**src/rtl/dco_lock_ctrl_if.sv**
```systemverilog
// Control/status bundle between the user side and the DCO lock controller.
// master drives the request (ena, start, target); slave reports progress and result.
interface dco_lock_ctrl_if;
  logic       ena;
  logic       start;
  logic [7:0] target;
  logic       busy;
  logic       locked;
  logic       fail;
  logic [7:0] meas;

  modport master (output ena, start, target, input busy, locked, fail, meas);
  modport slave  (input ena, start, target, output busy, locked, fail, meas);
endinterface

```
**src/rtl/dco_lock_ctrl.sv**
```systemverilog
// SAR lock controller for the one-hot DCO: searches 3 level bits, then verifies and locks or fails.
// Define DCO_TRACK_EN to keep re-measuring while LOCKED and relock after two misses.
module dco_lock_ctrl #(
  parameter int SETTLE_CYC = 16,
  parameter int TIMEOUT    = 64,
  parameter int TOL        = 0
) (
  input  logic                  clk,
  input  logic                  rst_n,
  dco_lock_ctrl_if.slave        ctrl,
  input  logic                  dco_in,
  output logic [7:0]            dco_code
);

  typedef enum logic [2:0] {IDLE, SETTLE, MEAS, DECIDE, LOCKED, FAIL} state_t;

  localparam logic [15:0] SETTLE_LAST = 16'(SETTLE_CYC - 1);
  localparam logic [15:0] TO_LAST     = 16'(TIMEOUT - 1);

  state_t      state, state_n;
  logic        dco_q, dco_edge;
  logic [2:0]  lvl, lvl_n, acc, acc_n, kept_acc;
  logic [1:0]  idx, idx_n;
  logic        verify, verify_n;
  logic [15:0] settle_cnt, settle_n, to_cnt, to_n;
  logic [7:0]  cnt, cnt_n, meas_q, meas_n;
  logic        armed, armed_n;
  logic        locked_q, locked_n, fail_q, fail_n;
  logic        miss, miss_n;
  logic        restart;
  logic        eng_armed, eng_done, eng_timeout;
  logic [7:0]  eng_cnt;
  logic [15:0] eng_to;
  logic signed [8:0] search_diff;

  function automatic logic in_tol(input logic [7:0] m, input logic [7:0] t);
    logic signed [8:0] d;
    logic [8:0]        mag;
    d   = $signed({1'b0, m}) - $signed({1'b0, t});
    mag = d[8] ? 9'(-d) : 9'(d);
    return mag <= 9'(TOL);
  endfunction

  assign dco_edge    = dco_in ^ dco_q;
  assign search_diff = $signed({1'b0, meas_q}) - $signed({1'b0, ctrl.target});

  assign dco_code    = 8'd1 << lvl;
  assign ctrl.busy   = (state == SETTLE) || (state == MEAS) || (state == DECIDE);
  assign ctrl.locked = locked_q;
  assign ctrl.fail   = fail_q;
  assign ctrl.meas   = meas_q;

  // Half-period measurement step: the first edge arms with count 1, the next edge completes.
  always_comb begin
    eng_armed   = armed;
    eng_cnt     = cnt;
    eng_to      = to_cnt;
    eng_done    = 1'b0;
    eng_timeout = 1'b0;
    if (dco_edge) begin
      eng_to = '0;
      if (armed) begin
        eng_done  = 1'b1;
        eng_armed = 1'b0;
        eng_cnt   = '0;
      end else begin
        eng_armed = 1'b1;
        eng_cnt   = 8'd1;
      end
    end else begin
      eng_timeout = (to_cnt == TO_LAST);
      eng_to      = to_cnt + 16'd1;
      if (armed && cnt != 8'hFF) eng_cnt = cnt + 8'd1;
    end
  end

  always_comb begin
    state_n  = state;
    lvl_n    = lvl;
    acc_n    = acc;
    idx_n    = idx;
    verify_n = verify;
    settle_n = settle_cnt;
    to_n     = to_cnt;
    cnt_n    = cnt;
    armed_n  = armed;
    meas_n   = meas_q;
    locked_n = locked_q;
    fail_n   = fail_q;
    miss_n   = miss;
    restart  = 1'b0;
    kept_acc = acc;
    if (!ctrl.ena) begin
      state_n  = IDLE;
      locked_n = 1'b0;
      fail_n   = 1'b0;
    end else begin
      case (state)
        IDLE, FAIL: restart = ctrl.start;
        SETTLE: begin
          if (settle_cnt == SETTLE_LAST) begin
            state_n = MEAS;
            armed_n = 1'b0;
            cnt_n   = '0;
            to_n    = '0;
          end else begin
            settle_n = settle_cnt + 16'd1;
          end
        end
        MEAS: begin
          armed_n = eng_armed;
          cnt_n   = eng_cnt;
          to_n    = eng_to;
          if (eng_timeout) begin
            state_n = FAIL;
            fail_n  = 1'b1;
          end else if (eng_done) begin
            meas_n  = cnt;
            state_n = DECIDE;
          end
        end
        DECIDE: begin
          if (!verify) begin
            // lvl holds acc with the trial bit set, so keeping the bit means taking lvl
            kept_acc = (search_diff > 9'sd0) ? acc : lvl;
            acc_n    = kept_acc;
            settle_n = '0;
            state_n  = SETTLE;
            if (idx != 2'd0) begin
              idx_n = idx - 2'd1;
              lvl_n = kept_acc | (3'b001 << (idx - 2'd1));
            end else begin
              lvl_n    = kept_acc;
              verify_n = 1'b1;
            end
          end else if (in_tol(meas_q, ctrl.target)) begin
            state_n  = LOCKED;
            locked_n = 1'b1;
            armed_n  = 1'b0;
            cnt_n    = '0;
            to_n     = '0;
            miss_n   = 1'b0;
          end else begin
            state_n = FAIL;
            fail_n  = 1'b1;
          end
        end
        LOCKED: begin
          if (ctrl.start) restart = 1'b1;
`ifdef DCO_TRACK_EN
          else begin
            armed_n = eng_armed;
            cnt_n   = eng_cnt;
            to_n    = eng_to;
            if (eng_timeout) begin
              state_n  = FAIL;
              locked_n = 1'b0;
              fail_n   = 1'b1;
            end else if (eng_done) begin
              meas_n = cnt;
              if (in_tol(cnt, ctrl.target)) miss_n = 1'b0;
              else if (miss)                restart = 1'b1;
              else                          miss_n = 1'b1;
            end
          end
`endif
        end
        default: state_n = IDLE;
      endcase
      if (restart) begin
        state_n  = SETTLE;
        lvl_n    = 3'd4;
        acc_n    = '0;
        idx_n    = 2'd2;
        verify_n = 1'b0;
        settle_n = '0;
        locked_n = 1'b0;
        fail_n   = 1'b0;
        miss_n   = 1'b0;
      end
    end
  end

  always_ff @(posedge clk or negedge rst_n) begin
    if (!rst_n) begin
      state      <= IDLE;
      dco_q      <= 1'b0;
      lvl        <= '0;
      acc        <= '0;
      idx        <= '0;
      verify     <= 1'b0;
      settle_cnt <= '0;
      to_cnt     <= '0;
      cnt        <= '0;
      armed      <= 1'b0;
      meas_q     <= '0;
      locked_q   <= 1'b0;
      fail_q     <= 1'b0;
      miss       <= 1'b0;
    end else begin
      state      <= state_n;
      dco_q      <= dco_in;
      lvl        <= lvl_n;
      acc        <= acc_n;
      idx        <= idx_n;
      verify     <= verify_n;
      settle_cnt <= settle_n;
      to_cnt     <= to_n;
      cnt        <= cnt_n;
      armed      <= armed_n;
      meas_q     <= meas_n;
      locked_q   <= locked_n;
      fail_q     <= fail_n;
      miss       <= miss_n;
    end
  end

endmodule

```
**src/flat_wrapper.sv**
```systemverilog
// flat-port wrapper written by rule: the top's interface ports become plain ports
module dco_lock_ctrl_flat 
#(
  parameter int SETTLE_CYC = 16,
  parameter int TIMEOUT    = 64,
  parameter int TOL        = 0
)
  (clk, rst_n, dco_in, dco_code, ctrl_ena, ctrl_start, ctrl_target, ctrl_busy, ctrl_locked, ctrl_fail, ctrl_meas);
  dco_lock_ctrl_if ctrl_i ();
  input  logic clk;
  input  logic rst_n;
  input  logic dco_in;
  output logic [7:0] dco_code;
  input wire logic [$bits(ctrl_i.ena)-1:0] ctrl_ena;
  input wire logic [$bits(ctrl_i.start)-1:0] ctrl_start;
  input wire logic [$bits(ctrl_i.target)-1:0] ctrl_target;
  output wire logic [$bits(ctrl_i.busy)-1:0] ctrl_busy;
  output wire logic [$bits(ctrl_i.locked)-1:0] ctrl_locked;
  output wire logic [$bits(ctrl_i.fail)-1:0] ctrl_fail;
  output wire logic [$bits(ctrl_i.meas)-1:0] ctrl_meas;
  assign ctrl_i.ena = ctrl_ena;
  assign ctrl_i.start = ctrl_start;
  assign ctrl_i.target = ctrl_target;
  assign ctrl_busy = ctrl_i.busy;
  assign ctrl_locked = ctrl_i.locked;
  assign ctrl_fail = ctrl_i.fail;
  assign ctrl_meas = ctrl_i.meas;
  dco_lock_ctrl #(.SETTLE_CYC(SETTLE_CYC), .TIMEOUT(TIMEOUT), .TOL(TOL)) u_core (.clk(clk), .rst_n(rst_n), .ctrl(ctrl_i), .dco_in(dco_in), .dco_code(dco_code));
endmodule
```
**config.mk**
```make
export PLATFORM = sky130hd
export DESIGN_NAME = dco_lock_ctrl_flat
export DESIGN_NICKNAME = d
export VERILOG_FILES = /design/src/rtl/dco_lock_ctrl_if.sv /design/src/rtl/dco_lock_ctrl.sv /design/src/flat_wrapper.sv
export SDC_FILE = /design/constraint.sdc
export NUM_CORES = 1
export LEC_CHECK = 0
export ABC_AREA = 1
export CAP_MARGIN = 10
export CORE_ASPECT_RATIO = 0.5
export CORE_MARGIN = 4
export CORE_UTILIZATION = 40
export DETAILED_ROUTE_END_ITERATION = 10
export MAX_ROUTING_LAYER = met4
export PLACE_DENSITY = 0.64
export SYNTH_ARGS = -nofsm -noshare
export SYNTH_HDL_FRONTEND = slang
export SYNTH_SLANG_ARGS = --single-unit
```
**constraint.sdc**
```tcl
create_clock -name clk -period 5.8 [get_ports clk]
set_clock_uncertainty 0.15 [all_clocks]
set_input_delay 0.58 -clock clk [delete_from_list [all_inputs] [get_ports clk]]
set_output_delay 0.58 -clock clk [all_outputs]
set_load 0.01 [all_outputs]
```
Word level (Yosys, flattened, before mapping)
Cells that the tools add are included.
{ "word_totals": {"input_bits": 13, "elab_cells": 138, "register_bits": 64, "out_inout_bits": 19} }
{ "op_classes": {"reduce_logical": 22, "n_eq_ne": 26, "addsub": 6, "n_mux": 64, "order_cmp": 2, "bitwise": 3, "shifts": 2} }
{ "ops": {"columns": ["cell", "count"], "rows": [
  ["16-bit two-way mux", 7],
  ["16-bit case mux with 3 select lines", 1],
  ["3-bit two-way mux", 14],
  ["8-bit two-way mux", 5],
  ["16-bit by 1-bit adder with 16-bit output (second input constant)", 2],
  ["16-bit case mux with 2 select lines", 1],
  ["1-bit two-way mux", 26],
  ["8-bit case mux with 3 select lines", 1],
  ["16-bit by 4-bit == test with 1-bit output (second input constant)", 1],
  ["16-bit by 6-bit == test with 1-bit output (second input constant)", 1],
  ["4-bit AND reduction", 4],
  ["3-bit case mux with 4 select lines", 1],
  ["6-bit AND reduction", 2],
  ["9-bit by 1-bit > comparator with 1-bit output (second input constant)", 1],
  ["9-bit by 1-bit <= comparator with 1-bit output (second input constant)", 1],
  ["9-bit two-way mux", 1],
  ["3-bit by 1-bit inequality test with 1-bit output (second input constant)", 3],
  ["9-bit negator", 1],
  ["3-bit AND reduction", 3],
  ["8-bit by 8-bit subtractor with 9-bit output", 1],
  ["8-bit by 1-bit adder with 8-bit output (second input constant)", 1],
  ["2-bit two-way mux", 4],
  ["4-bit by 3-bit inequality test with 1-bit output (second input constant)", 2],
  ["4-bit inequality test (second input constant)", 2],
  ["other kinds (27)", 39]
]} }

Logic depth before layout (Yosys ltp)
Gate-level depths: netlist (run 1).
{ "logic_depth": {"word_depth": 9, "ltp_mapped": 22, "ltp_nobuf": 21} }

Worst setup path after synthesis (run 1)
Ideal clock, no wire load.
{ "synth_path": {"path_type": "input -> register", "startpoint": "input ctrl_target[0]", "endpoint": "register u_core.to_cnt[9]", "cell_stages": 21, "t_arrival_ns": 2.687, "setup_ns": 0.117, "path_buffers": 1, "required_ns": 5.533, "path_slack_ns": 2.846, "path_cell_list": "ha_1 > inv_1 > fa_1 > inv_1 > ha_1 > inv_1 > nor2_1 > nand3_1 > nor2_1 > nand2_1 > nand2_1 > nand2_1 > nand2_1 > nand2_1 > nor2_2 > nand2_2 > nand2_4 > nand3_4 > buf_6 > nand2_1 > nand2_1"} }
{ "synth_between": {"elab_chain_cells": 6} }
{ "synth_rtl": {"columns": ["item", "line_no", "text"], "rows": [
  ["start, declared", "flat_wrapper.sv:16", "input wire logic [$bits(ctrl_i.target)-1:0] ctrl_target;"],
  ["8-bit by 8-bit subtractor with 9-bit output (*)", "dco_lock_ctrl.sv:39", "d = $signed({1'b0, m}) - $signed({1'b0, t});"],
  ["9-bit negator", "dco_lock_ctrl.sv:40", "mag = d[8] ? 9'(-d) : 9'(d);"],
  ["9-bit two-way mux (*)", "dco_lock_ctrl.sv:40", null],
  ["9-bit by 1-bit <= comparator with 1-bit output (*)", "dco_lock_ctrl.sv:41", "return mag <= 9'(TOL);"],
  ["2-bit inequality test (no source line) (*)", null, null],
  ["5-bit AND reduction (no source line) (*)", null, null],
  ["end signal, assigned", "dco_lock_ctrl.sv:208", "to_cnt <= to_n;"],
  ["end, declared", "dco_lock_ctrl.sv:25", "logic [15:0] settle_cnt, settle_n, to_cnt, to_n;"]
]} }
Mark *: on every way between the ends. The rest lies on a longest branch, timed or not.
A chain may end at the register's enable or synchronous reset.

Worst setup path after layout (run 1)
{ "layout_path": {"startpoint": "input ctrl_target[0]", "endpoint": "register u_core.to_cnt[14]"} }
The elaborated chain is that of the path after synthesis.

==> qor.yml, run 1 <==
outcome: "completed"
cts_root_buffer: "clkbuf_16"
synth_area_leaders: "dfrtp_1 (36%), nand2_1 (15%), inv_1 (8.2%), nor2_1 (5.1%), nand4_1 (4.4%)"
hpwl_um: 7350
syn_avg_cell_area_sq_um: 6.93
r2r_cells: 21
netlist_area_sq_um: 4400
critPathRequiredTime_ns: 5.86
routed_via_density: 5.17
cts_setup_buffers: 0
diodes: 0
fin_ws_ns: 2.33
die_width_um: 156
antenna_found_initial: 0
yosys_most_used_dff: "dfrtp_1"
final_cell_mix: "nand2_1 (173), inv_1 (96), dfrtp_1 (64)"
yosysSeqAreaShare_pct: 36.4
gp_congestion: 0.900
multi_input_area_sq_um: 2350
cts_made_buffers: 9
max-vdd-ir-drop_mv: 0.148
fp.dieH_um: 82.2
ios: 32
finalSetupViolCount: 0
relSlewSlack_pct: 44.4
tightest_slew_ns: 0.833
fin_area_sq_um: 5130
slew_viol_final: 0
power.leakage_nw: 2.42
syn-num-nets: 663
drive_gt1_share_pct: 5.81
min_path_type: "in2async"
final_common_cell: "nand2_1"
end_kind: "flop"
crit_path_max_fanout: 28
period_needed_ns: 3.47
num_vias: 4193
htreeDepth: 3
period_share_pct: 59.8
yosysTopAreaCell: "dfrtp_1"
wl_per_cell_um: 12.7
synth_warnings: 0
yosys_register_bits: 64
hold_buffers: 0
nNetsFinal: 695
crit_type: "in2reg"
yosysUniqueCellTypes: 38
dieArea_sq_um: 12800
row_count: 26
netlist_instances: 635
fillers: 1050
arrival_ns: 3.53
drv_cap: 0
start_kind: "input pin"
track_usage_pct: 17.0
grt_max_degree: 65
finalPower_mw: 1.56
fmax_mhz: 288
area_growth_pct: 16.6
hold_viol: 0
clkTransAtPathRegs_ns: 0.06
routed_wl_um: 10300
synth-edff-count: 0
clockBufferDepth: 2
grt_setup_unrepaired: "false"
drt-initial-drc-count: 270
core_sq_um: 10500
place_area_sq_um: 4840
insertion_delay_ns: 0.32
drc: 0
async_flop_share_pct: 100
ant_nets: 0
cts_tree: "built"
pre_cts_ws_ns: 1.98
start_util_pct: 42.0
grt_pass1_vias: 3787
yosys.area.top_type_share_pct: 36.4
portBuffers: 31
grt_pass1_wl_um: 17500
grt-ovfl-total: 0
dr.pass1.iters: 5
cts_sinks: 64
ctsResizeCount: 0
p_per_area_nw_per_um2: 303
regArea_sq_um: 1600
setup_tns_ns: 0
-- state kept, by name, summed over array words and instances, names as in the netlist --
register / count
u_core.lvl: 3
u_core.verify: 1
u_core.ctrl.meas: 8
u_core.state: 3
u_core.armed: 1
u_core.cnt: 8
u_core.dco_q: 1
u_core.ctrl.locked: 1
u_core.idx: 2
u_core.ctrl.fail: 1
u_core.acc: 3
u_core.to_cnt: 16
u_core.settle_cnt: 16
-- cell type report --
type                    count  area share [%]
well taps                 140            3.42
repair buffers             35            6.54
clock buffers              11            4.73
clock inverters             4           0.878
flip-flops and latches     64            31.2
inverters                 100            7.32
multi-input cells         457            45.9
-- power breakdown --
group	switching, mW	leakage (nW)	total [mW]	internal, mW
clock	0.189	0.145	0.529	0.340
combinational	0.351	1.39	0.496	0.145
sequential	0.0397	0.878	0.530	0.491
-- cells in the mapped netlist (5+ instances only) --
| master | n |
|---|---|
| nor3_1 | 28 |
| nand4_1 | 31 |
| nor2_1 | 60 |
| o21ai_0 | 29 |
| inv_1 | 96 |
| nand3_1 | 32 |
| nand3b_1 | 5 |
| ha_1 | 14 |
| a21oi_1 | 21 |
| nor2_2 | 6 |
| dfrtp_1 | 64 |
| clkbuf_1 | 9 |
| xor2_1 | 13 |
| nor4_1 | 16 |
| nand2_1 | 173 |
-- critical path: stages --
cell,delay (ns)
clkdlybuf4s50_1,0.40
ha_1,0.17
inv_1,0.10
fa_1,0.41
inv_1,0.08
ha_1,0.16
inv_1,0.04
nor2_1,0.13
nand3_1,0.11
nor2_1,0.09
nand2_1,0.08
nand2_1,0.06
nand2_1,0.04
nand2_1,0.05
nand2_1,0.05
nor2_2,0.14
nand2_2,0.08
nand2_4,0.27
nand3_4,0.26
nand2_1,0.13
nand2_1,0.06
-- kinds of logic (layout without fill, tap and decap cells) --
kind of cell,Yosys count,in the layout,share of synthesized area (%)
simple gates,361,361,37.4
buf+inv,114,150,10.1
compound gates,65,65,8.33
flops,64,64,36.4
fa+ha+maj,15,15,4.44
xor+xnor,14,14,2.79
mux,2,2,0.512
-- per-stage QoR --
stage	utilization, %	std cells	hold slack [ns]
global placement	46.2	796	0.307
floorplan	-	635	0.134
finish	48.9	811	0.272
global route	48.9	811	0.349
detailed placement	46.2	796	0.309
CTS	48.9	811	0.322
-- routing by layer --
metal  global-route usage, %  wire length, um
met1                    21.7             4950
met2                    29.0             4830
met3                    3.18              409
met4                    3.12               76
met5                       -                0
-- path summary, 6_finish.rpt --
path,from,endpoint,slack [ns]
worst min register to register,u_core.cnt[3],u_core.cnt[3],0.32
worst max-delay path,ctrl_target[0],u_core.to_cnt[14],2.33
worst max register to register,u_core.ctrl.meas[0],u_core.to_cnt[14],2.56
worst min-delay path,rst_n,u_core.acc[2],0.27
max in group asynchronous,rst_n,u_core.to_cnt[1],4.66
min in group clk,u_core.cnt[3],u_core.cnt[3],0.32
No activity file was read; power rests on OpenSTA's default activity.
==> inputs of run 2 (changes only) <==
clock period = 3.6 ns   (was 5.8 ns; I/O delays follow)
==> qor.yml, run 2 (synthesis gave the netlist of run 1 again) <==
pwr-share-seq_pct: 32.5
use_met3_pct: 3.18
area_growth_pct: 17.8
power_frac_clock_pct: 36.2
end_kind: "flop"
switching_share_pct: 36.8
finalSetupViolCount: 0
grt-ovfl-total: 0
htreeDepth: 3
cpPeakStageDelay_ns: 0.41
p_per_area_nw_per_um2: 507
drc: 0
dr.pass1.iters: 5
cts_tree: "built"
min_path_type: "in2async"
start_kind: "flop"
intPower_mw: 1.66
die_width_um: 156
drv_cap: 0
final_cell_mix: "nand2_1 (173), inv_1 (96), dfrtp_1 (64)"
top_usage_layer: "met2"
setup_tns_ns: 0
gr-usage-met1_pct: 22.5
antenna_found_initial: 0
track_usage_pct: 17.5
ios: 32
final_common_cell: "nand2_1"
place_area_sq_um: 4860
portBuffers: 31
power_switching_uw: 966
period_needed_ns: 3.12
row_count: 26
fmax_mhz: 321
period_share_pct: 86.6
grt_max_degree: 65
power.leakage_nw: 2.44
clkTransAtPathRegs_ns: 0.06
outcome: "completed"
drive_gt1_share_pct: 6.52
relSlewSlack_pct: 45.4
finalPower_mw: 2.63
clockBufferDepth: 2
insertion_delay_ns: 0.33
grt_pass1_vias: 3841
critPathRequiredTime_ns: 3.66
gp_congestion: 0.869
hpwl_um: 7520
grt_pass1_wl_um: 17800
arrival_ns: 3.18
tightest_slew_ns: 0.820
wl_per_cell_um: 12.8
nNetsFinal: 698
cts_made_buffers: 9
post-route-util_pct: 49.5
hold_viol: 0
dieArea_sq_um: 12800
r2r_cells: 21
routed_wl_um: 10500
num_vias: 4177
hold_slack_ns: 0.0454
drt-initial-drc-count: 296
combinationalPowerShare_pct: 31.3
hold_buffers: 0
routed_via_density: 5.13
cts_root_buffer: "clkbuf_16"
slew_viol_final: 0
max-vdd-ir-drop_mv: 0.211
core_sq_um: 10500
critical_path.slowest_cell: "fa_1"
ant_nets: 0
top_regs: "u_core.settle_cnt (16), u_core.to_cnt (16)"
grt_setup_unrepaired: "false"
cts_sinks: 64
fp.dieH_um: 82.2
fin_area_sq_um: 5180
path_cells: "inv_1 > ha_1 > inv_1 > fa_1 > inv_1 > ha_1 > inv_1 > nor2_1 > nand3_1 > nor2_1 > nand2_1 > nand2_1 > nand2_1 > nand2_1 > nand2_1 > nor2_2 > nand2_2 > nand2_4 > nand3_4 > nand2_1 > nand2_1"
crit_type: "reg2reg"
crit_top_cell: "nand2_1"
diodes: 0
ctsResizeCount: 0
cts_setup_buffers: 0
crit_path_max_fanout: 16
start_util_pct: 42.0
grtUsageMet2_pct: 29.3
-- run 2: changes by cell type in the layout (fill, tap and decap cells not counted) --
cell and change:
clkbuf_1 -1, buf_4 +3, bufinv_16 +1, clkinvlp_4 +1
-- run 2: metrics by stage --
step	cells	worst slack [ns]
after CTS	815	0.465
after detailed placement	799	0.148
final	815	0.483
after global routing	815	0.101
after floorplan	635	0.761
after global placement	799	0.260
-- run 2: worst paths after layout --
kind	from	to	slack, ns
setup reg to reg	u_core.ctrl.meas[0]	u_core.to_cnt[14]	0.48
setup / recovery	u_core.ctrl.meas[0]	u_core.to_cnt[14]	0.48
hold / removal	rst_n	u_core.acc[2]	0.05
min in group clk	u_core.cnt[3]	u_core.cnt[3]	0.32
hold reg to reg	u_core.cnt[3]	u_core.cnt[3]	0.32
max in group asynchronous	rst_n	u_core.state[2]	2.70
-- run 2: critical path, delay by kind of cell (launching register included) --
kind,cells,cell delay [ns]
and+or+nand+nor,14,1.41
DFF,1,0.38
buffers and inverters,4,0.28
adders and majority gates,3,0.75
-- run 2: metal layers --
layer | part of all wire, % | vias to the layer above
li1 | - | 2141
met1 | 49 | 1945
met2 | 46 | 79
met3 | 4.0 | 12
met4 | 1.2 | 0
met5 | 0 | -
-- run 2: power by group through the flow --
stage | logic (mW) | clock network (mW) | registers (mW)
floorplan | 0.590 | 0 | 0.853
global placement | 0.803 | 0 | 0.863
detailed placement | 0.815 | 0 | 0.864
CTS | 0.818 | 0.966 | 0.853
global route | 0.915 | 0.996 | 0.863
finish | 0.822 | 0.950 | 0.853
-- run 2: cell type report --
class	count	area, sq um
fillers	1030	5290
multi-input cells	457	2350
flip-flops and latches	64	1600
inverters	100	375
repair buffers	38	358
clock buffers	10	239
well taps	140	175
clock inverters	6	82.6
